$ cat config.mk
export PLATFORM = sky130hd
export DESIGN_NAME = cdb_arbiter
export DESIGN_NICKNAME = d
export VERILOG_FILES = /design/src/rtl/cdb_arbiter.sv
export SDC_FILE = /design/constraint.sdc
export NUM_CORES = 1
export LEC_CHECK = 0
export BUFFER_PORTS_ARGS = -buffer_cell sky130_fd_sc_hd__buf_4
export CAP_MARGIN = 20
export CORE_UTILIZATION = 45
export CTS_CLUSTER_SIZE = 12
export DETAILED_ROUTE_END_ITERATION = 6
export PLACE_DENSITY = 0.69
export SYNTH_ARGS = -nofsm -noshare
export SYNTH_HDL_FRONTEND = slang
export SYNTH_SLANG_ARGS = --single-unit
$ cat constraint.sdc
create_clock -name clk -period 3.45 [get_ports clk]
set_input_delay 0.69 -clock clk [delete_from_list [all_inputs] [get_ports clk]]
set_output_delay 0.69 -clock clk [all_outputs]
set_load 0.03 [all_outputs]
$ cat src/rtl/cdb_arbiter.sv
// CDB master: per-source result FIFOs with round-robin broadcast of one (tag, wdata) per cycle.
// Optional macro CDB_BYPASS_EN lets an empty source's incoming result go straight to the bus.
module cdb_arbiter #(
  parameter int TAG_W      = 4,
  parameter int NUM_SRC    = 3,
  parameter int FIFO_DEPTH = 2
) (
  input  logic                     clk,
  input  logic                     rst,
  input  logic [NUM_SRC-1:0]       src_valid,
  input  logic [NUM_SRC*TAG_W-1:0] src_tag,
  input  logic [NUM_SRC*32-1:0]    src_wdata,
  output logic [NUM_SRC-1:0]       src_ready,
  output logic                     cdb_wr,
  output logic [TAG_W-1:0]         cdb_tag,
  output logic [31:0]              cdb_wdata
);

  localparam int PTR_W = $clog2(FIFO_DEPTH);
  localparam int CNT_W = $clog2(FIFO_DEPTH + 1);
  localparam int SRC_W = (NUM_SRC > 1) ? $clog2(NUM_SRC) : 1;
  localparam logic [CNT_W-1:0] FULL = CNT_W'(FIFO_DEPTH);

  logic [TAG_W-1:0] tag_mem_q [NUM_SRC][FIFO_DEPTH];
  logic [31:0]      dat_mem_q [NUM_SRC][FIFO_DEPTH];
  logic [PTR_W-1:0] rptr_q [NUM_SRC];
  logic [PTR_W-1:0] rptr_d [NUM_SRC];
  logic [PTR_W-1:0] wptr_q [NUM_SRC];
  logic [PTR_W-1:0] wptr_d [NUM_SRC];
  logic [CNT_W-1:0] cnt_q  [NUM_SRC];
  logic [CNT_W-1:0] cnt_d  [NUM_SRC];
  logic [SRC_W-1:0] rr_ptr_q, rr_ptr_d;
  logic             cdb_wr_q, cdb_wr_d;
  logic [TAG_W-1:0] cdb_tag_q, cdb_tag_d;
  logic [31:0]      cdb_wdata_q, cdb_wdata_d;

  logic [NUM_SRC-1:0] accept, cand, push, pop;
  logic [TAG_W-1:0]   head_tag [NUM_SRC];
  logic [31:0]        head_dat [NUM_SRC];
  logic               gnt_vld;
  logic [SRC_W-1:0]   gnt_idx;
  logic [TAG_W-1:0]   gnt_tag;
  logic [31:0]        gnt_dat;

  // Tag 0 means "no result": such transfers are handshaken but never stored.
  always_comb begin
    for (int i = 0; i < NUM_SRC; i++) begin
      src_ready[i] = rst && (cnt_q[i] != FULL);
      accept[i]    = src_valid[i] && src_ready[i] && (src_tag[i*TAG_W +: TAG_W] != '0);
`ifdef CDB_BYPASS_EN
      cand[i]     = (cnt_q[i] != '0) || accept[i];
      head_tag[i] = (cnt_q[i] != '0) ? tag_mem_q[i][rptr_q[i]] : src_tag[i*TAG_W +: TAG_W];
      head_dat[i] = (cnt_q[i] != '0) ? dat_mem_q[i][rptr_q[i]] : src_wdata[i*32 +: 32];
`else
      cand[i]     = (cnt_q[i] != '0);
      head_tag[i] = tag_mem_q[i][rptr_q[i]];
      head_dat[i] = dat_mem_q[i][rptr_q[i]];
`endif
    end
  end

  // Round robin as two ordered passes: rr_ptr..NUM_SRC-1, then 0..rr_ptr-1.
  always_comb begin
    gnt_vld = 1'b0;
    gnt_idx = '0;
    gnt_tag = '0;
    gnt_dat = '0;
    for (int i = 0; i < NUM_SRC; i++) begin
      if (!gnt_vld && cand[i] && (i >= int'(rr_ptr_q))) begin
        gnt_vld = 1'b1;
        gnt_idx = SRC_W'(i);
        gnt_tag = head_tag[i];
        gnt_dat = head_dat[i];
      end
    end
    for (int i = 0; i < NUM_SRC; i++) begin
      if (!gnt_vld && cand[i] && (i < int'(rr_ptr_q))) begin
        gnt_vld = 1'b1;
        gnt_idx = SRC_W'(i);
        gnt_tag = head_tag[i];
        gnt_dat = head_dat[i];
      end
    end
  end

  always_comb begin
    for (int i = 0; i < NUM_SRC; i++) begin
      pop[i]  = gnt_vld && (gnt_idx == SRC_W'(i)) && (cnt_q[i] != '0);
      // A granted result from an empty FIFO was bypassed and must not also be stored.
      push[i] = accept[i] && !(gnt_vld && (gnt_idx == SRC_W'(i)) && (cnt_q[i] == '0));
      rptr_d[i] = rptr_q[i] + PTR_W'(pop[i]);
      wptr_d[i] = wptr_q[i] + PTR_W'(push[i]);
      cnt_d[i]  = cnt_q[i] + CNT_W'(push[i]) - CNT_W'(pop[i]);
    end
    rr_ptr_d    = rr_ptr_q;
    cdb_wr_d    = gnt_vld;
    cdb_tag_d   = cdb_tag_q;
    cdb_wdata_d = cdb_wdata_q;
    if (gnt_vld) begin
      rr_ptr_d    = (gnt_idx == SRC_W'(NUM_SRC - 1)) ? '0 : gnt_idx + SRC_W'(1);
      cdb_tag_d   = gnt_tag;
      cdb_wdata_d = gnt_dat;
    end
  end

  always_ff @(posedge clk) begin
    for (int i = 0; i < NUM_SRC; i++) begin
      if (push[i]) begin
        tag_mem_q[i][wptr_q[i]] <= src_tag[i*TAG_W +: TAG_W];
        dat_mem_q[i][wptr_q[i]] <= src_wdata[i*32 +: 32];
      end
    end
  end

  always_ff @(posedge clk) begin
    if (!rst) begin
      for (int i = 0; i < NUM_SRC; i++) begin
        rptr_q[i] <= '0;
        wptr_q[i] <= '0;
        cnt_q[i]  <= '0;
      end
      rr_ptr_q    <= '0;
      cdb_wr_q    <= 1'b0;
      cdb_tag_q   <= '0;
      cdb_wdata_q <= '0;
    end else begin
      for (int i = 0; i < NUM_SRC; i++) begin
        rptr_q[i] <= rptr_d[i];
        wptr_q[i] <= wptr_d[i];
        cnt_q[i]  <= cnt_d[i];
      end
      rr_ptr_q    <= rr_ptr_d;
      cdb_wr_q    <= cdb_wr_d;
      cdb_tag_q   <= cdb_tag_d;
      cdb_wdata_q <= cdb_wdata_d;
    end
  end

  assign cdb_wr    = cdb_wr_q;
  assign cdb_tag   = cdb_tag_q;
  assign cdb_wdata = cdb_wdata_q;

endmodule
* Word-level counts from Yosys, hierarchy flattened *
Memory sizes are Yosys's and may differ from the RTL's.
Index checks and enable logic that the tools add are counted.
W data, S select, Z words.

storage, ports and cells
  flip-flop bits (word level) = 39
  bits in writable memories = 228
  bits of input ports = 113
  output and inout bits = 40
  logic and storage cells = 184
  memories kept = 5

memories
  memory     words  bits a word  rd ports  clocked after Yosys merged registers in  write ports  RTL line  text
  dat_mem_q  3      64           3         0                                        3            25        logic [31:0] dat_mem_q [NUM_SRC][FIFO_DEPTH];
  tag_mem_q  3      8            3         0                                        3            24        logic [TAG_W-1:0] tag_mem_q [NUM_SRC][FIFO_DEPTH];
  cnt_q      3      2            3         0                                        3            30        logic [CNT_W-1:0] cnt_q [NUM_SRC];
  rptr_q     3      1            3         0                                        3            26        logic [PTR_W-1:0] rptr_q [NUM_SRC];
  wptr_q     3      1            3         0                                        3            28        logic [PTR_W-1:0] wptr_q [NUM_SRC];

operators by class
  add/subtract/negate cells = 13
  order comparisons = 15
  equal/unequal tests = 5
  multiplexer cells = 74
  bitwise gates (word level) = 15
  reduce and logical (&&, ||, !) cells = 53

operators with widths
  cell                   count
  $mux W32               18
  $mux W64               3
  $demux W32 S1          3
  $mux W4                18
  $logic_and A1 B1 Y1    35
  $mux W8                3
  $mux W1                18
  $mux W2                8
  $demux W4 S1           3
  $ge A2 B2 Y1 const B   6
  $not A1 Y2             6
  $reduce_bool A4 Y1     3
  $or A1 B1 Y1           9
  $logic_not A1 Y1       8
  $logic_not A2 Y1       4
  $add A1 B1 Y1          6
  $add A2 B1 Y2          3
  $lt A2 B1 Y1 const B   3
  $ne A2 B2 Y1 const B   3
  $reduce_bool A2 Y1     3
  $sub A2 B1 Y2          3
  $ge A1 B2 Y1 const A   2
  $lt A1 B2 Y1 const A   2
  $add A2 B1 Y2 const B  1
  4 further kinds        4

* Longest topological paths before layout *
An unclocked memory read counts as a cell.

  depth in word-level cells = 32
  gate-level depth with buffers = 13
  gate-level depth less buffers = 9

* Least setup slack after synthesis *
Ideal clock, no wire load.

  path type = input -> register
  start = input port rst
  end = memory dat_mem_q[0][160] (netlist bit) (enable)
  library setup time = 397 ps
  data arrival time = 2990 ps
  required time = 3053 ps
  slack = 64 ps
  stages on the path = 4
  path buffers = 1
  cell sequence = clkbuf_1 a21boi_0 and3_1 ha_1

RTL lines
  what             RTL line  text
  start, declared  9         input logic rst,
  end, declared    25

==> run metrics <==
ys flop type edfxtp_1; slew margin rel. 0.301; Post-DRT Antenna Nets 0; mean area per synthesized cell 15.2 um2; cell count along the critical path 4; startpoint types flop; R2R Path End dat_mem_q[0][178]; via count 6457; Synthesis Warnings 0; register area share after synthesis 0.708; residual DRC count 0; Cell Rows 55; Post-synth EDFFs 216; WL/cell 21.0 um; dpl ws 0.619 ns; Max Freq 0.413 GHz; CP Class flop to flop; clk sink count 267; postcts setup bufs 0; Worst R2R Path Depth 4; Worst-path clk slew 0.06 ns; status finished clean; gr ovfl total 0; Data arrival, critical path 2.57 ns; Clock Skews 0.0103 ns; setup ws final 1.03 ns; class of the worst hold path input port to flop; initial core utilization 0.464; count of hold-fix buffers inserted at cts 0; routability cong. 0.738; CTS Buffer Depth 3; crit path capture dat_mem_q[0][178]; post-cts sizing count 0; initial DRC count 319; CP endpoint kind flop; crit path from cnt_q[0][4]; total inserted antenna cells 0; Yosys reg bits 267; gr usage total 0.208; delay-heaviest family, CP adder cells; pwr/cell area 800 mW/mm2; Required @ worst endpoint 3.60 ns; H-Tree Depth 1; WL final 24.9 mm; Fin Setup TNS 0 ns; Finished Cell Area 0.0130 mm2; commonest non-fill, non-tap cell in the layout edfxtp_1; CP Cell Sequence inv_1 > a21boi_0 > and3_1 > ha_2; Pre-Repair DR Iteration Count 5; CTS root buffer clkbuf_16; Slew Viols, Final 0; I/O pin total 153; worst r2r src cnt_q[0][4]; Finished Layout Cells 1183; Placed Instances 1132; largest net degree at the start of global routing 39; initial antenna violation count 1; CTS tree built; Tcrit/Tclk final 0.702; Die Span X 156 um; Buffers & Inverters on Critical Path 1; most frequent cells in the layout edfxtp_1 (216), buf_4 (168), mux2i_1 (91); Async S/R FF share, synth 0; crit path time final 2.42 ns; vias in the first global route 6586; core area 0.0228 mm2; Area growth, synth to finish 22.8%; Post-Place Cell Area 0.0121 mm2; port bufs 152; RSZ-0062 raised after global routing no; vias per inst 5.46; Clk Latency, worst-skew pair 0.54 ns; die area 0.0242 mm2; Fin. Hold Viols 0; Num CTS Buffers 28; worst-path fanout max 36; net count after synthesis 823; layout cells sized above 1 0.274; fillers 1858; Synth cell types 39; Post-Syn Area 0.0106 mm2; Chip Height 156 um; final hold slack 0.337 ns; first-pass GRT wire length 37.7 mm; Mapped Cells 698; Worst Tran Pin Value 1.05 ns; Max-cap violations 0; worst reg-to-reg setup slack 1.03 ns; Lkg Pwr 4.76 nW; nets 974; Worst VDD drop 0.568 mV; CP max stage delay 0.89 ns; slowest CP cell ha_2; Final setup violation count 0; final core utilization 0.570; total chip power 10.4 mW; HPWL after DPL 15.9 mm
-- layer usage --
metal | up-vias | track usage | wire [um]
li1 | 3017 | - | -
met1 | 3151 | 0.277 | 10700
met2 | 246 | 0.345 | 11900
met3 | 43 | 0.0429 | 1820
met4 | 0 | 0.0598 | 482
met5 | - | 0 | 0
-- worst min-delay path by stage --
| stage | startpoint | end | slack [ns] | depth (start not counted) |
|---|---|---|---|---|
| finish | src_wdata[25] | dat_mem_q[0][57] | 0.34 | 1 |
| floorplan | wptr_q[0][0] | wptr_q[0][0] | 0.52 | 3 |
| global placement | cdb_wdata[3] | cdb_wdata[3] | 0.55 | 1 |
| global route | src_wdata[31] | dat_mem_q[0][63] | 0.31 | 1 |
| detailed placement | rr_ptr_q[0] | rr_ptr_q[0] | 0.55 | 2 |
| CTS | src_wdata[31] | dat_mem_q[0][63] | 0.32 | 1 |
-- power by group --
| group | internal [mW] | switching [mW] | total [mW] |
|---|---|---|---|
| Clock | 1.78 | 1.16 | 2.93 |
| Sequential | 3.87 | 0.364 | 4.23 |
| Combinational | 1.37 | 1.89 | 3.26 |
| Total | 7.02 | 3.41 | 10.4 |
-- layout make-up --
type,count,area [um2],share of cell area
inverters,11,41.3,0.00317
well taps,313,392,0.0301
flip-flops and latches,267,7510,0.577
clock inverters,5,75.1,0.00576
multi-input cells,373,2920,0.224
clock buffers,46,830,0.0637
repair buffers,168,1260,0.0968
-- synthesized netlist by cell type (4+ instances only) --
| library cell | count | area [um2] |
|---|---|---|
| o211a_1 | 18 | 180 |
| inv_1 | 11 | 41.3 |
| dfxtp_1 | 51 | 1020 |
| mux2i_1 | 91 | 911 |
| a21oi_1 | 35 | 175 |
| clkbuf_1 | 37 | 139 |
| o31a_1 | 17 | 149 |
| o2bb2ai_1 | 17 | 149 |
| xnor2_1 | 8 | 70.1 |
| ha_1 | 12 | 150 |
| mux2_2 | 17 | 191 |
| o22ai_1 | 51 | 319 |
| nor2_1 | 20 | 75.1 |
| edfxtp_1 | 216 | 6490 |
| and3_1 | 4 | 25.0 |
| nand2_1 | 39 | 146 |
| buf_2 | 5 | 25.0 |
| or4_1 | 5 | 37.5 |
| nor2b_1 | 5 | 31.3 |
| and2_1 | 9 | 56.3 |
-- sequential cells by signal (all words and copies together) (netlist names), 2 cells and up --
name / flops
cdb_wdata: 32
wptr_q: 3
cnt_q: 6
tag_mem_q: 24
rptr_q: 3
rr_ptr_q: 2
dat_mem_q: 192
cdb_tag: 4
-- cells by family (layout without fill, tap and decap cells) --
family,count (synthesis),in the layout,synth area share
buf+inv,58,230,0.0222
fa+ha+maj,12,12,0.0142
flops,267,267,0.708
simple gates,88,88,0.0391
compound gates,157,157,0.106
mux,108,108,0.104
xor+xnor,8,8,0.00661
-- worst register-to-register path, cell delays in order (launching register included) --
cell and delay, ns:
dfxtp_1 0.47, inv_1 0.10, a21boi_0 0.25, and3_1 0.28, ha_2 0.89
No activity file was read; power rests on OpenSTA's default activity.
